[src/rtl/huff_frame_pack_pkg.sv]
// Shared definitions for the compressed-frame output framer and the encoder table generator.
package huff_frame_pack_pkg;

  localparam int          TBL_ENTRIES   = 256;
  localparam logic [31:0] MAGIC_DEFAULT = 32'h4855_4600;

  typedef enum logic [2:0] {
    ST_IDLE,
    ST_MAGIC,
    ST_TBL,
    ST_PAYLOAD,
    ST_TRAILER
  } state_e;

  // Header word fetch: even address out, even data back, odd data back, word presented.
  typedef enum logic [1:0] {
    PH_RD_EVEN,
    PH_CAP_EVEN,
    PH_CAP_ODD,
    PH_PRESENT
  } tbl_phase_e;

endpackage

[src/rtl/frame_skid2.sv]
// Two-entry 32-bit skid buffer; head entry drives the output, count tells the reader how full it is.
module frame_skid2 (
  input  logic        clk,
  input  logic        rstN,
  input  logic        in_valid_i,
  input  logic [31:0] in_data_i,
  input  logic        out_ready_i,
  output logic        out_valid_o,
  output logic [31:0] out_data_o,
  output logic [1:0]  count_o
);

  logic [31:0] slot0_q, slot0_d;
  logic [31:0] slot1_q, slot1_d;
  logic [1:0]  count_q, count_d;
  logic        pop;

  always_comb begin
    pop     = out_ready_i && (count_q != 2'd0);
    slot0_d = slot0_q;
    slot1_d = slot1_q;
    count_d = count_q;
    case (count_q)
      2'd0: begin
        if (in_valid_i) begin
          slot0_d = in_data_i;
          count_d = 2'd1;
        end
      end
      2'd1: begin
        if (pop && in_valid_i) begin
          slot0_d = in_data_i;
        end else if (pop) begin
          count_d = 2'd0;
        end else if (in_valid_i) begin
          slot1_d = in_data_i;
          count_d = 2'd2;
        end
      end
      default: begin
        // A push while full and stalled cannot happen under the reader's credit rule.
        if (pop) begin
          slot0_d = slot1_q;
          if (in_valid_i) slot1_d = in_data_i;
          else            count_d = 2'd1;
        end
      end
    endcase
  end

  always_ff @(posedge clk or negedge rstN) begin
    if (!rstN) begin
      slot0_q <= '0;
      slot1_q <= '0;
      count_q <= '0;
    end else begin
      slot0_q <= slot0_d;
      slot1_q <= slot1_d;
      count_q <= count_d;
    end
  end

  assign out_valid_o = (count_q != 2'd0);
  assign out_data_o  = slot0_q;
  assign count_o     = count_q;

endmodule

[src/rtl/huff_frame_pack.sv]
// Frame builder: magic word, packed VLC table header, FIFO payload, payload-count trailer.
//   state   | meaning
//   IDLE    | waiting for frame_start
//   MAGIC   | presenting magic/mode word
//   TBL     | fetching and presenting table entry pairs
//   PAYLOAD | draining the encoded FIFO through the skid buffer
//   TRAILER | presenting payload word count
module huff_frame_pack #(
  parameter int          TBL_ENTRIES = huff_frame_pack_pkg::TBL_ENTRIES,
  parameter logic [31:0] MAGIC       = huff_frame_pack_pkg::MAGIC_DEFAULT
) (
  input  logic        clk,
  input  logic        rstN,
  input  logic        frame_start,
  input  logic        mode_full,
  output logic        frame_done,
  output logic        busy,
  output logic [7:0]  tbl_addr,
  input  logic [15:0] tbl_data,
  input  logic        encode_done,
  output logic        rd_encode,
  input  logic [31:0] encode_data,
  input  logic        encode_valid,
  input  logic        encode_empty,
  output logic [31:0] out_data,
  output logic        out_valid,
  input  logic        out_ready,
  output logic [31:0] payload_words
);

  import huff_frame_pack_pkg::*;

  state_e      state_q;
  tbl_phase_e  phase_q;
  logic        busy_q, frame_done_q, done_seen_q, inflight_q, hdr_valid_q;
  logic [7:0]  tbl_addr_q;
  logic [15:0] even_q;
  logic [31:0] hdr_data_q, payload_words_q;

  logic        in_payload, xfer, rd_en, drained;
  logic        skid_valid;
  logic [31:0] skid_data;
  logic [1:0]  skid_count;

  frame_skid2 u_skid (
    .clk         (clk),
    .rstN        (rstN),
    .in_valid_i  (encode_valid && inflight_q),
    .in_data_i   (encode_data),
    .out_ready_i (out_ready && in_payload),
    .out_valid_o (skid_valid),
    .out_data_o  (skid_data),
    .count_o     (skid_count)
  );

  assign in_payload = (state_q == ST_PAYLOAD);
  assign out_valid  = in_payload ? skid_valid : hdr_valid_q;
  assign out_data   = in_payload ? skid_data  : hdr_data_q;
  assign xfer       = out_valid && out_ready;

  // Credit covers both buffered words and the read whose data has not come back yet.
  assign rd_en   = in_payload && !encode_empty &&
                   ((skid_count + {1'b0, inflight_q}) < 2'd2);
  assign drained = done_seen_q && encode_empty && !inflight_q && (skid_count == 2'd0);

  always_ff @(posedge clk or negedge rstN) begin
    if (!rstN) begin
      state_q         <= ST_IDLE;
      phase_q         <= PH_RD_EVEN;
      busy_q          <= 1'b0;
      frame_done_q    <= 1'b0;
      done_seen_q     <= 1'b0;
      inflight_q      <= 1'b0;
      hdr_valid_q     <= 1'b0;
      tbl_addr_q      <= '0;
      even_q          <= '0;
      hdr_data_q      <= '0;
      payload_words_q <= '0;
    end else begin
      frame_done_q <= 1'b0;
      inflight_q   <= rd_en;
      if (busy_q && encode_done) done_seen_q <= 1'b1;

      case (state_q)
        ST_IDLE: begin
          if (frame_start) begin
            state_q         <= ST_MAGIC;
            busy_q          <= 1'b1;
            done_seen_q     <= 1'b0;
            payload_words_q <= '0;
            hdr_data_q      <= {MAGIC[31:1], mode_full};
            hdr_valid_q     <= 1'b1;
          end
        end
        ST_MAGIC: begin
          if (xfer) begin
            state_q     <= ST_TBL;
            phase_q     <= PH_RD_EVEN;
            hdr_valid_q <= 1'b0;
            tbl_addr_q  <= '0;
          end
        end
        ST_TBL: begin
          case (phase_q)
            PH_RD_EVEN: begin
              tbl_addr_q <= tbl_addr_q + 8'd1;
              phase_q    <= PH_CAP_EVEN;
            end
            PH_CAP_EVEN: begin
              even_q  <= tbl_data;
              phase_q <= PH_CAP_ODD;
            end
            PH_CAP_ODD: begin
              hdr_data_q  <= {even_q, tbl_data};
              hdr_valid_q <= 1'b1;
              phase_q     <= PH_PRESENT;
            end
            default: begin
              if (xfer) begin
                hdr_valid_q <= 1'b0;
                if (tbl_addr_q == 8'(TBL_ENTRIES - 1)) begin
                  state_q <= ST_PAYLOAD;
                end else begin
                  tbl_addr_q <= tbl_addr_q + 8'd1;
                  phase_q    <= PH_RD_EVEN;
                end
              end
            end
          endcase
        end
        ST_PAYLOAD: begin
          if (xfer) payload_words_q <= payload_words_q + 32'd1;
          if (drained) begin
            state_q     <= ST_TRAILER;
            hdr_data_q  <= payload_words_q;
            hdr_valid_q <= 1'b1;
          end
        end
        ST_TRAILER: begin
          if (xfer) begin
            state_q      <= ST_IDLE;
            hdr_valid_q  <= 1'b0;
            busy_q       <= 1'b0;
            frame_done_q <= 1'b1;
          end
        end
        default: state_q <= ST_IDLE;
      endcase
    end
  end

  assign rd_encode     = rd_en;
  assign busy          = busy_q;
  assign frame_done    = frame_done_q;
  assign tbl_addr      = tbl_addr_q;
  assign payload_words = payload_words_q;

endmodule

[config.mk]
export PLATFORM = sky130hd
export DESIGN_NAME = huff_frame_pack
export DESIGN_NICKNAME = d
export VERILOG_FILES = /design/src/rtl/huff_frame_pack_pkg.sv /design/src/rtl/frame_skid2.sv /design/src/rtl/huff_frame_pack.sv
export SDC_FILE = /design/constraint.sdc
export NUM_CORES = 1
export LEC_CHECK = 0
export BUFFER_PORTS_ARGS = -buffer_cell sky130_fd_sc_hd__buf_2
export CORE_MARGIN = 3
export CORE_UTILIZATION = 45
export DETAILED_ROUTE_END_ITERATION = 6
export HOLD_SLACK_MARGIN = 0.05
export PLACE_DENSITY = 0.66
export SYNTH_ARGS = -nofsm -noshare
export SYNTH_HDL_FRONTEND = slang
export SYNTH_SLANG_ARGS = --single-unit
[constraint.sdc]
create_clock -name clk -period 5.3 [get_ports clk]
set_clock_uncertainty 0.1 [all_clocks]
set_input_delay 1.59 -clock clk [delete_from_list [all_inputs] [get_ports clk]]
set_output_delay 1.59 -clock clk [all_outputs]
set_load 0.05 [all_outputs]
== After elaboration in Yosys (flattened, before gate mapping) ==
Cells that the tools add are included.

* Register bits: 164
* Logic and storage cells: 142
* Output and inout bits: 76

* Multiplexer cells: 55
* $lt $le $gt $ge: 1
* Eq/ne operators: 29
* Reductions and logical operators: 39
* Bitwise gates (word level): 1
* $add $sub $neg: 3

{| class="wikitable"
|+ Operator list
! cell !! number
|-
| $mux W32 || 13
|-
| $pmux W32 S2 || 3
|-
| $pmux W32 S3 || 1
|-
| $add A32 B1 Y32 const B || 1
|-
| $pmux W8 S2 || 2
|-
| $mux W8 || 3
|-
| $ne A2 B2 Y1 const B || 11
|-
| $mux W3 || 7
|-
| $mux W2 || 9
|-
| $reduce_and A4 Y1 || 4
|-
| $pmux W3 S5 || 1
|-
| $logic_and A1 B1 Y1 || 11
|-
| $mux W1 || 10
|-
| $ne A5 B5 Y1 const B || 2
|-
| $reduce_and A5 Y1 || 2
|-
| $reduce_bool A2 Y1 || 5
|-
| $ne A3 B3 Y1 const B || 3
|-
| $reduce_and A3 Y1 || 3
|-
| $add A8 B1 Y8 const B || 1
|-
| $eq A8 B8 Y1 const B || 1
|-
| $ne A2 B1 Y1 const B || 4
|-
| $pmux W2 S2 || 2
|-
| $reduce_and A7 Y1 || 1
|-
| $eq A3 B2 Y1 const B || 2
|-
| 19 further kinds || 26
|}

== Longest topological paths before layout ==
Gate-level depths: netlist of the first run.

* Word-level depth: 6
* Depth in mapped cells: 9
* Depth with buffers taken out: 8

== Cells and area by module ==
From an unflattened synthesis of the first run, not the netlist that was laid out.

* Cell total of the unflattened synthesis: 779
* Area total of the unflattened synthesis: 8105.3 µm²

{| class="wikitable"
|+ Modules (own cells, without submodules)
! module !! cells each !! instances !! seq. area each (µm²) !! area an instance (µm²)
|-
| huff_frame_pack || 587 || 1 || 2452.4 || 5137.4
|-
| frame_skid2 || 192 || 1 || 1651.6 || 2967.8
|}

== Worst setup path before layout of the first run ==
Ideal clock, no wire load.

* Kind: input-to-output
* Start: in encode_empty
* End: out rd_encode
* Path buffers: 0
* Path slack: 0.883 ns
* Cell stages on the path: 1
* Arrival time: 2.727 ns
* Required time: 3.610 ns
* Cells stage by stage: nor3_1

* Word-level cells in the longest chain between the ends: 3

{| class="wikitable"
|+ Ends and longest elaborated chain
! element !! RTL line !! source
|-
| start: declaration || huff_frame_pack.sv:24 || <nowiki>input logic encode_empty,</nowiki>
|-
| $logic_not A1 Y1 || huff_frame_pack.sv:62 || <nowiki>assign rd_en = in_payload && !encode_empty &&</nowiki>
|-
| $logic_and A1 B1 Y1 (2 in a row) || huff_frame_pack.sv:62 ||
|-
| end: declaration || huff_frame_pack.sv:21 || <nowiki>output logic rd_encode,</nowiki>
|}

Every way passes these cells.

== Worst setup path in the final report of the first run ==
* Start: reg state_q[1]
* End: out out_data[12]

* Word-level cells in the longest chain between the ends: 2

{| class="wikitable"
|+ Ends and longest elaborated chain
! element !! RTL line !! source
|-
| start: declaration || huff_frame_pack.sv:33 || <nowiki>state_e state_q;</nowiki>
|-
| start signal: assignment || huff_frame_pack.sv:68 || <nowiki>state_q <= ST_IDLE;</nowiki>
|-
| start signal: assignment || huff_frame_pack.sv:87 || <nowiki>state_q <= ST_MAGIC;</nowiki>
|-
| start signal: assignment || huff_frame_pack.sv:97 || <nowiki>state_q <= ST_TBL;</nowiki>
|-
| $eq A3 B2 Y1 || huff_frame_pack.sv:56 || <nowiki>assign in_payload = (state_q == ST_PAYLOAD);</nowiki>
|-
| $mux W32 || huff_frame_pack.sv:58 || <nowiki>assign out_data = in_payload ? skid_data : hdr_data_q;</nowiki>
|-
| end: declaration || huff_frame_pack.sv:25 || <nowiki>output logic [31:0] out_data,</nowiki>
|}

Every way passes these cells.

==> impl_metrics.ini, run 1 <==
[synthesis]
syn-instance-count = 741
synth_ff_type = sky130_fd_sc_hd__dfrtp_1
synth.yosys.seq_area_share_pct = 50.3
synth.avg_cell_area_um2 = 11.0
yosysUniqueCellTypes = 54
synth-seq-cells = 164
synth_enable_flop_cells = 0
syn_area_um2 = 8160
synth-async-reset-ratio_pct = 100
syn-num-nets = 804
synth_warnings = 0

[setup_path]
worst-endpoint-arrival_ps = 2550
r2r_start = state_q[1]
regToRegEndpoint = tbl_addr[2]
cp-start-kind = flip-flop
crit_fanout = 32
worstPathRequired_ps = 3610
critical_path_class = flip-flop to output port
cp-end-kind = output port
r2r_depth = 5
r2r_setup_slack_ps = 2150

[drt]
drt-pass1-iter-count = 4
antenna_left = 0
vias = 5967
drcViolationCount = 0
wire_per_inst_um = 18.2
postRouteWirelength_mm = 20.0
dr.first_iter.drc_count = 283
avgViaCountPerCell = 5.44

[layout]
final_net_count = 921
multiInputGateArea_um2 = 3850
total_of_fill_cells_in_the_finished_design = 1559
area.sequential_um2 = 4110
post_route_cells_drive_above_1_share_pct = 34.2
final_common_cell = sky130_fd_sc_hd__dfrtp_1
syn_to_final_growth_pct = 17.5
finalNonFillerCells = 1097
final_cell_mix = sky130_fd_sc_hd__dfrtp_1, sky130_fd_sc_hd__buf_2, sky130_fd_sc_hd__mux2_2
utilization_pct = 54.7
final_std_cell_area_no_fill_um2 = 9590

[timing]
min_period_over_period_pct = 80.0
timing.hold.ws_ps = 401
finalCriticalPeriod_ps = 4240
finalSetupViolations = 0
total_count_of_max_transition_violations_in_the_final_report = 0
finalWorstSetupSlack_ps = 1060
tns_ps = 0
rsz0062_at_grt = no
timing.slew.headroom_pct = 21.5
max_freq_mhz = 236
hold_viol_final = 0
slew_worst_pin_ps = 1170

[placement]
place.port_buffers = 131
dpl_ws_ps = 1390
place.gp.congestion = 0.872
placed_area_um2 = 9030
dp.cells = 1064
place_hpwl_mm = 13.7

[worst_hold_path]
min_from = hdr_data_q[27]
timing.hold.worst_endpoint = hdr_data_q[27]
timing.hold.worst_path_depth = 1
min_path_type = flip-flop to flip-flop

[clocking]
cts-root-buf = sky130_fd_sc_hd__clkbuf_16
post_cts.resized_instances = 0
clk-insertion-delay-late_ps = 420
clk_transition_reported_paths_ps = 60
cts.sink_count = 164
hold_buffers = 0
clock_tree_from_tritoncts = built
h_tree_depth_reported_by_cts = 4
clk_path_buf_depth = 2
cts_post_setup_buffers_inserted = 0
cts-buffers-inserted = 17

[pwr]
power.leakage_nw = 4.42
post-layout-total-power_mw = 5.30
power.ir.vdd_worst_mv = 0.431
power_density_nw_per_um2 = 553

[global_routing]
grt_pass1_wl_mm = 32.3
grt_antenna_before_repair = 2
grt_max_degree = 72
grt.total_usage_pct = 20.7
gr-total-overflow = 0
number_of_global_route_vias_before_repair = 5879

[floorplan]
dieArea_um2 = 19800
die-height_um = 141
ios = 132
die_width_um = 141
initial_core_util_pct = 46.5
core-area_um2 = 17500
core.rowCount = 48

[job]
max_cap_viol_count = 0

[status]
status = complete, no violations
-- flip-flops by register name (all words and copies together), names as in the netlist, 2 cells and up --
signal and count:
even_q 16, hdr_data_q 32, payload_words 32, phase_q 2, state_q 3, tbl_addr 8, u_skid.count_o 2, u_skid.out_data_o 32
u_skid.slot1_q 32
-- logic make-up (layout without fill, tap and decap cells) --
kind of cell,count (synthesis),count (layout),share of synthesized area [%]
xor+xnor,22,22,2.36
fa+ha+maj,7,7,1.07
mux,177,177,23.4
other cells,0,1,0
buf+inv,55,185,2.73
simple gates,215,215,12.6
compound gates,101,101,7.47
flops,164,164,50.3
-- worst max-delay path by stage --
stage / startpoint / end / slack [ps] / depth (start not counted)
after global routing: state_q[1] / out_data[12] / 940 / 4
final: state_q[1] / out_data[12] / 1060 / 4
after global placement: encode_empty / rd_encode / 1400 / 3
after CTS: state_q[1] / out_data[13] / 1060 / 4
after detailed placement: encode_empty / rd_encode / 1390 / 3
after floorplan: encode_empty / rd_encode / 880 / 1
-- power by group --
group / internal, mW / leakage [nW] / total [mW] / switching [mW]
logic: 0.817 / 2.05 / 2.31 / 1.49
clock network: 0.654 / 0.265 / 1.18 / 0.525
registers: 1.60 / 2.11 / 1.82 / 0.220
-- critical path, cell delays in order (launching register included) --
cell and delay, ps:
sky130_fd_sc_hd__dfrtp_1 620, sky130_fd_sc_hd__nand3b_1 390, sky130_fd_sc_hd__buf_4 460, sky130_fd_sc_hd__mux2_2 410, sky130_fd_sc_hd__buf_2 210
-- synth_stat cells (all sizes together), types with 3 or more instances --
| library cell | count | area share (%) |
|---|---|---|
| inv | 12 | 0.55 |
| clkbuf | 17 | 0.78 |
| nand4 | 11 | 0.84 |
| mux2i | 65 | 8.0 |
| nand3 | 17 | 1.1 |
| or4 | 4 | 0.37 |
| nand4b | 3 | 0.32 |
| a21oi | 52 | 3.2 |
| nand2b | 4 | 0.31 |
| nand2 | 39 | 1.8 |
| xor2 | 14 | 1.5 |
| nor4 | 3 | 0.31 |
| xnor2 | 8 | 0.86 |
| ha | 7 | 1.1 |
| nor2b | 5 | 0.38 |
| nor3 | 11 | 0.74 |
| dfrtp | 164 | 50 |
| or3 | 7 | 0.54 |
| o31ai | 6 | 0.55 |
| mux2 | 112 | 15 |
| nor2 | 96 | 4.4 |
| and2 | 3 | 0.23 |
| buf | 26 | 1.4 |
| o21ai | 26 | 1.6 |
-- area by class of cell --
cell class,instances,area share [%]
Multi-Input combinational cell,522,40.1
Sequential cell,164,42.8
Tap cell,225,2.94
Clock inverter,13,1.29
Clock buffer,19,4.51
Inverter,12,0.470
Timing Repair Buffer,141,7.81
Antenna cell,1,0.0261
-- per-layer routing --
metal	wire, um	vias to the layer above	share of wire (%)	global-route usage [%]
li1	-	2851	-	-
met1	8980	2950	45	28.4
met2	9700	144	49	33.3
met3	1030	20	5.1	4.85
met4	233	2	1.2	5.05
met5	13	-	0.065	0
(Power assumes the default switching activity.)
==> run 2, diff against run 1 <==
--- a/config.mk
+++ b/config.mk
@@ -5,12 +5,13 @@
 export SDC_FILE = /design/constraint.sdc
 export NUM_CORES = 1
 export LEC_CHECK = 0
+export ABC_AREA = 1
 export BUFFER_PORTS_ARGS = -buffer_cell sky130_fd_sc_hd__buf_2
 export CORE_MARGIN = 3
 export CORE_UTILIZATION = 45
 export DETAILED_ROUTE_END_ITERATION = 6
 export HOLD_SLACK_MARGIN = 0.05
-export PLACE_DENSITY = 0.66
+export PLACE_DENSITY = 0.68
 export SYNTH_ARGS = -nofsm -noshare
 export SYNTH_HDL_FRONTEND = slang
 export SYNTH_SLANG_ARGS = --single-unit
==> constraint.sdc (replaced) <==
create_clock -name clk -period 3.4 [get_ports clk]
set_clock_uncertainty 0.1 [all_clocks]
set_input_delay 1.02 -clock clk [delete_from_list [all_inputs] [get_ports clk]]
set_output_delay 1.02 -clock clk [all_outputs]
set_load 0.05 [all_outputs]
==> run 2 against run 1 <==
Against the previous run:
- the flow now finishes with violations (DRC)
- non-clock buffer count grew 3
- largest cell class unchanged
- register-to-register slack worse by 1400 ps
- worst hold slack got worse by 27 ps
- critical endpoint is now out_data[24]
- die area rose by 6.7%
- flip-flop and latch count is the same
- via count rose by 35%
- first-iteration DRC count is 93% higher
==> impl_metrics.ini, run 2 <==
[setup_path]
r2r_start = state_q[2]
crit_path_max_incr_delay_ps = 480
r2r_setup_slack_ps = 730
critical_path_top_delay_cell = sky130_fd_sc_hd__buf_4
regToRegEndpoint = u_skid.slot1_q[17]
crit_fanout = 55
crit_path_cell_trace = nand3_2, buf_4, nand2_1, nand2_1, buf_2
worstPathRequired_ps = 2280
cell_seen_most_often_among_critical_path_stages = sky130_fd_sc_hd__nand2_1
r2r_depth = 9
cp-start-kind = flip-flop
cp-end-kind = output port
worst-endpoint-arrival_ps = 2080
critical_path_class = flip-flop to output port

[layout]
syn_to_final_growth_pct = 16.9
area.sequential_um2 = 4110
post_route_cells_drive_above_1_share_pct = 14.9
multiInputGateArea_um2 = 3890
final_cell_mix = sky130_fd_sc_hd__nand2_1, sky130_fd_sc_hd__dfrtp_1, sky130_fd_sc_hd__buf_2
final_common_cell = sky130_fd_sc_hd__nand2_1
final_net_count = 1372
num_antenna_cells = 0
total_of_fill_cells_in_the_finished_design = 1870

[drt]
drcViolationCount = 9
drt-pass1-iter-count = 7
wire_per_inst_um = 15.3
postRouteWirelength_mm = 24.2
avgViaCountPerCell = 5.08
vias = 8029
dr.first_iter.drc_count = 546
antenna_left = 0

[global_routing]
use_met3_pct = 3.59
grt_antenna_before_repair = 0
grt.total_usage_pct = 23.2
number_of_global_route_vias_before_repair = 7608
gr-total-overflow = 0
grt_util_met2_pct = 37.8
grtUsageMet1_pct = 31.7
grt-busiest-layer = met2
grt_pass1_wl_mm = 39.9
grt_max_degree = 84

[clocking]
clk-insertion-delay-late_ps = 430
cts-buffers-inserted = 17
clock_tree_from_tritoncts = built
hold_buffers = 0
h_tree_depth_reported_by_cts = 4
post_cts.resized_instances = 0
clk_transition_reported_paths_ps = 70
cts.sink_count = 164
cts_post_setup_buffers_inserted = 0
cts-root-buf = sky130_fd_sc_hd__clkbuf_16
clk_path_buf_depth = 2

[pwr]
post-layout-total-power_mw = 9.19
power.leakage_nw = 5.25
pwr-share-clk_pct = 21.1
internal-power_mw = 4.81
total_switching_power_mw = 4.37
combPwrFrac_pct = 46.0
power.ir.vdd_worst_mv = 0.591
power.share.switching_pct = 47.6
portion_of_total_power_attributed_to_sequential_cells_pct = 32.9
power_density_nw_per_um2 = 900

[placement]
dpl_ws_ps = 534
place_hpwl_mm = 17.3
place.port_buffers = 131
place.gp.congestion = 0.910

[synthesis]
syn-instance-count = 1197
syn-num-nets = 1260
cell_type_with_the_largest_total_area_after_synthesis = sky130_fd_sc_hd__dfrtp_1
synth-async-reset-ratio_pct = 100
synth_ff_type = sky130_fd_sc_hd__dfrtp_1
synth_enable_flop_cells = 0
synth.top_cells.by_area = sky130_fd_sc_hd__dfrtp_1, sky130_fd_sc_hd__nand2_1, sky130_fd_sc_hd__inv_1, sky130_fd_sc_hd__o21ai_0, sky130_fd_sc_hd__nor2_1
synth_commonest_cells = sky130_fd_sc_hd__nand2_1, sky130_fd_sc_hd__dfrtp_1, sky130_fd_sc_hd__inv_1
synth.avg_cell_area_um2 = 7.29
yosysUniqueCellTypes = 37
synth-seq-cells = 164
syn_area_um2 = 8730
yosysMostFrequentCell = sky130_fd_sc_hd__nand2_1
synth_warnings = 0
synth.yosys.seq_area_share_pct = 47.0
synth_top_cell_area_share_pct = 47.0

[floorplan]
initial_core_util_pct = 46.2
die_width_um = 145
die-height_um = 145
dieArea_um2 = 21100
core-area_um2 = 18900
ios = 132
core.rowCount = 50

[timing]
finalCriticalPeriod_ps = 3200
timing.slew.headroom_pct = 38.3
rsz0062_at_grt = no
hold_viol_final = 0
max_freq_mhz = 313
total_count_of_max_transition_violations_in_the_final_report = 0
min_period_over_period_pct = 94.1
slew_worst_pin_ps = 924
tns_ps = 0
finalSetupViolations = 0
finalWorstSetupSlack_ps = 202
timing.hold.ws_ps = 374

[worst_hold_path]
min_from = hdr_data_q[2]
timing.hold.worst_path_depth = 2
min_path_type = flip-flop to flip-flop
timing.hold.worst_endpoint = hdr_data_q[2]

[status]
status = finished with violations
violations_in_the_final_reports = DRC

[job]
max_cap_viol_count = 0
==> run 2: cell types whose count changed after synthesis, moves of 12 or more <==
cell / before / now
sky130_fd_sc_hd__buf_1: 18 / 3
sky130_fd_sc_hd__o21ai_0: 26 / 82
sky130_fd_sc_hd__buf_2: 7 / 19
sky130_fd_sc_hd__mux2_2: 112 / 0
sky130_fd_sc_hd__inv_1: 12 / 120
sky130_fd_sc_hd__mux2i_1: 65 / 0
sky130_fd_sc_hd__a21oi_1: 52 / 10
sky130_fd_sc_hd__o21ai_1: 0 / 53
sky130_fd_sc_hd__nand3_1: 16 / 45
sky130_fd_sc_hd__nand2_1: 39 / 471
sky130_fd_sc_hd__o21a_1: 0 / 32
==> run 2: layout make-up <==
| cell class | count | area share, % |
|---|---|---|
| Inverter | 126 | 4.63 |
| Clock buffer | 18 | 4.30 |
| Clock inverter | 14 | 1.59 |
| Multi-Input combinational cell | 856 | 38.1 |
| Sequential cell | 164 | 40.2 |
| Tap cell | 260 | 3.19 |
| Timing Repair Buffer | 144 | 7.93 |
==> run 2: power groups by stage <==
stage / combinational, mW / sequential [mW] / clock [mW]
global placement: 4.17 / 3.03 / 0
detailed placement: 4.23 / 3.04 / 0
finish: 4.22 / 3.02 / 1.94
global route: 4.72 / 3.11 / 2.05
CTS: 4.25 / 3.02 / 1.98
floorplan: 3.18 / 3.02 / 0
==> run 2: metrics by stage <==
step | utilization [%] | instances | area, um2
6_report | 54.0 | 1582 | 10200
4_1_cts | 54.0 | 1582 | 10200
3_3_place_gp | 50.8 | 1550 | 9600
2_1_floorplan | - | 1197 | 8730
3_5_place_dp | 50.8 | 1550 | 9600
5_1_grt | 54.0 | 1582 | 10200
==> run 2: layer usage <==
layer	share of wire, %	vias to the layer above
li1	-	4014
met1	45	3729
met2	48	249
met3	4.7	37
met4	2.4	0
met5	0	-
==> run 2: kinds of logic after synthesis <==
family / Yosys count / share of synthesized area, %
flops: 164 / 47.0
xor+xnor: 5 / 0.502
compound gates: 199 / 12.9
fa+ha+maj: 7 / 1.00
simple gates: 645 / 30.1
buf+inv: 177 / 8.48
==> run 2: worst max-delay path, delay by kind of cell (launching register included) <==
family        cells  cell delay, ps
buf+inv           2             740
flops             1             460
simple gates      3             430
==> run 2: worst max path at each step <==
stage,start,to,cells past startpoint
detailed placement,out_ready,u_skid.slot1_q[31],6
finish,state_q[1],out_data[24],5
floorplan,encode_empty,rd_encode,1
CTS,state_q[1],out_data[24],5
global route,state_q[1],out_data[24],5
global placement,out_ready,u_skid.slot1_q[2],7
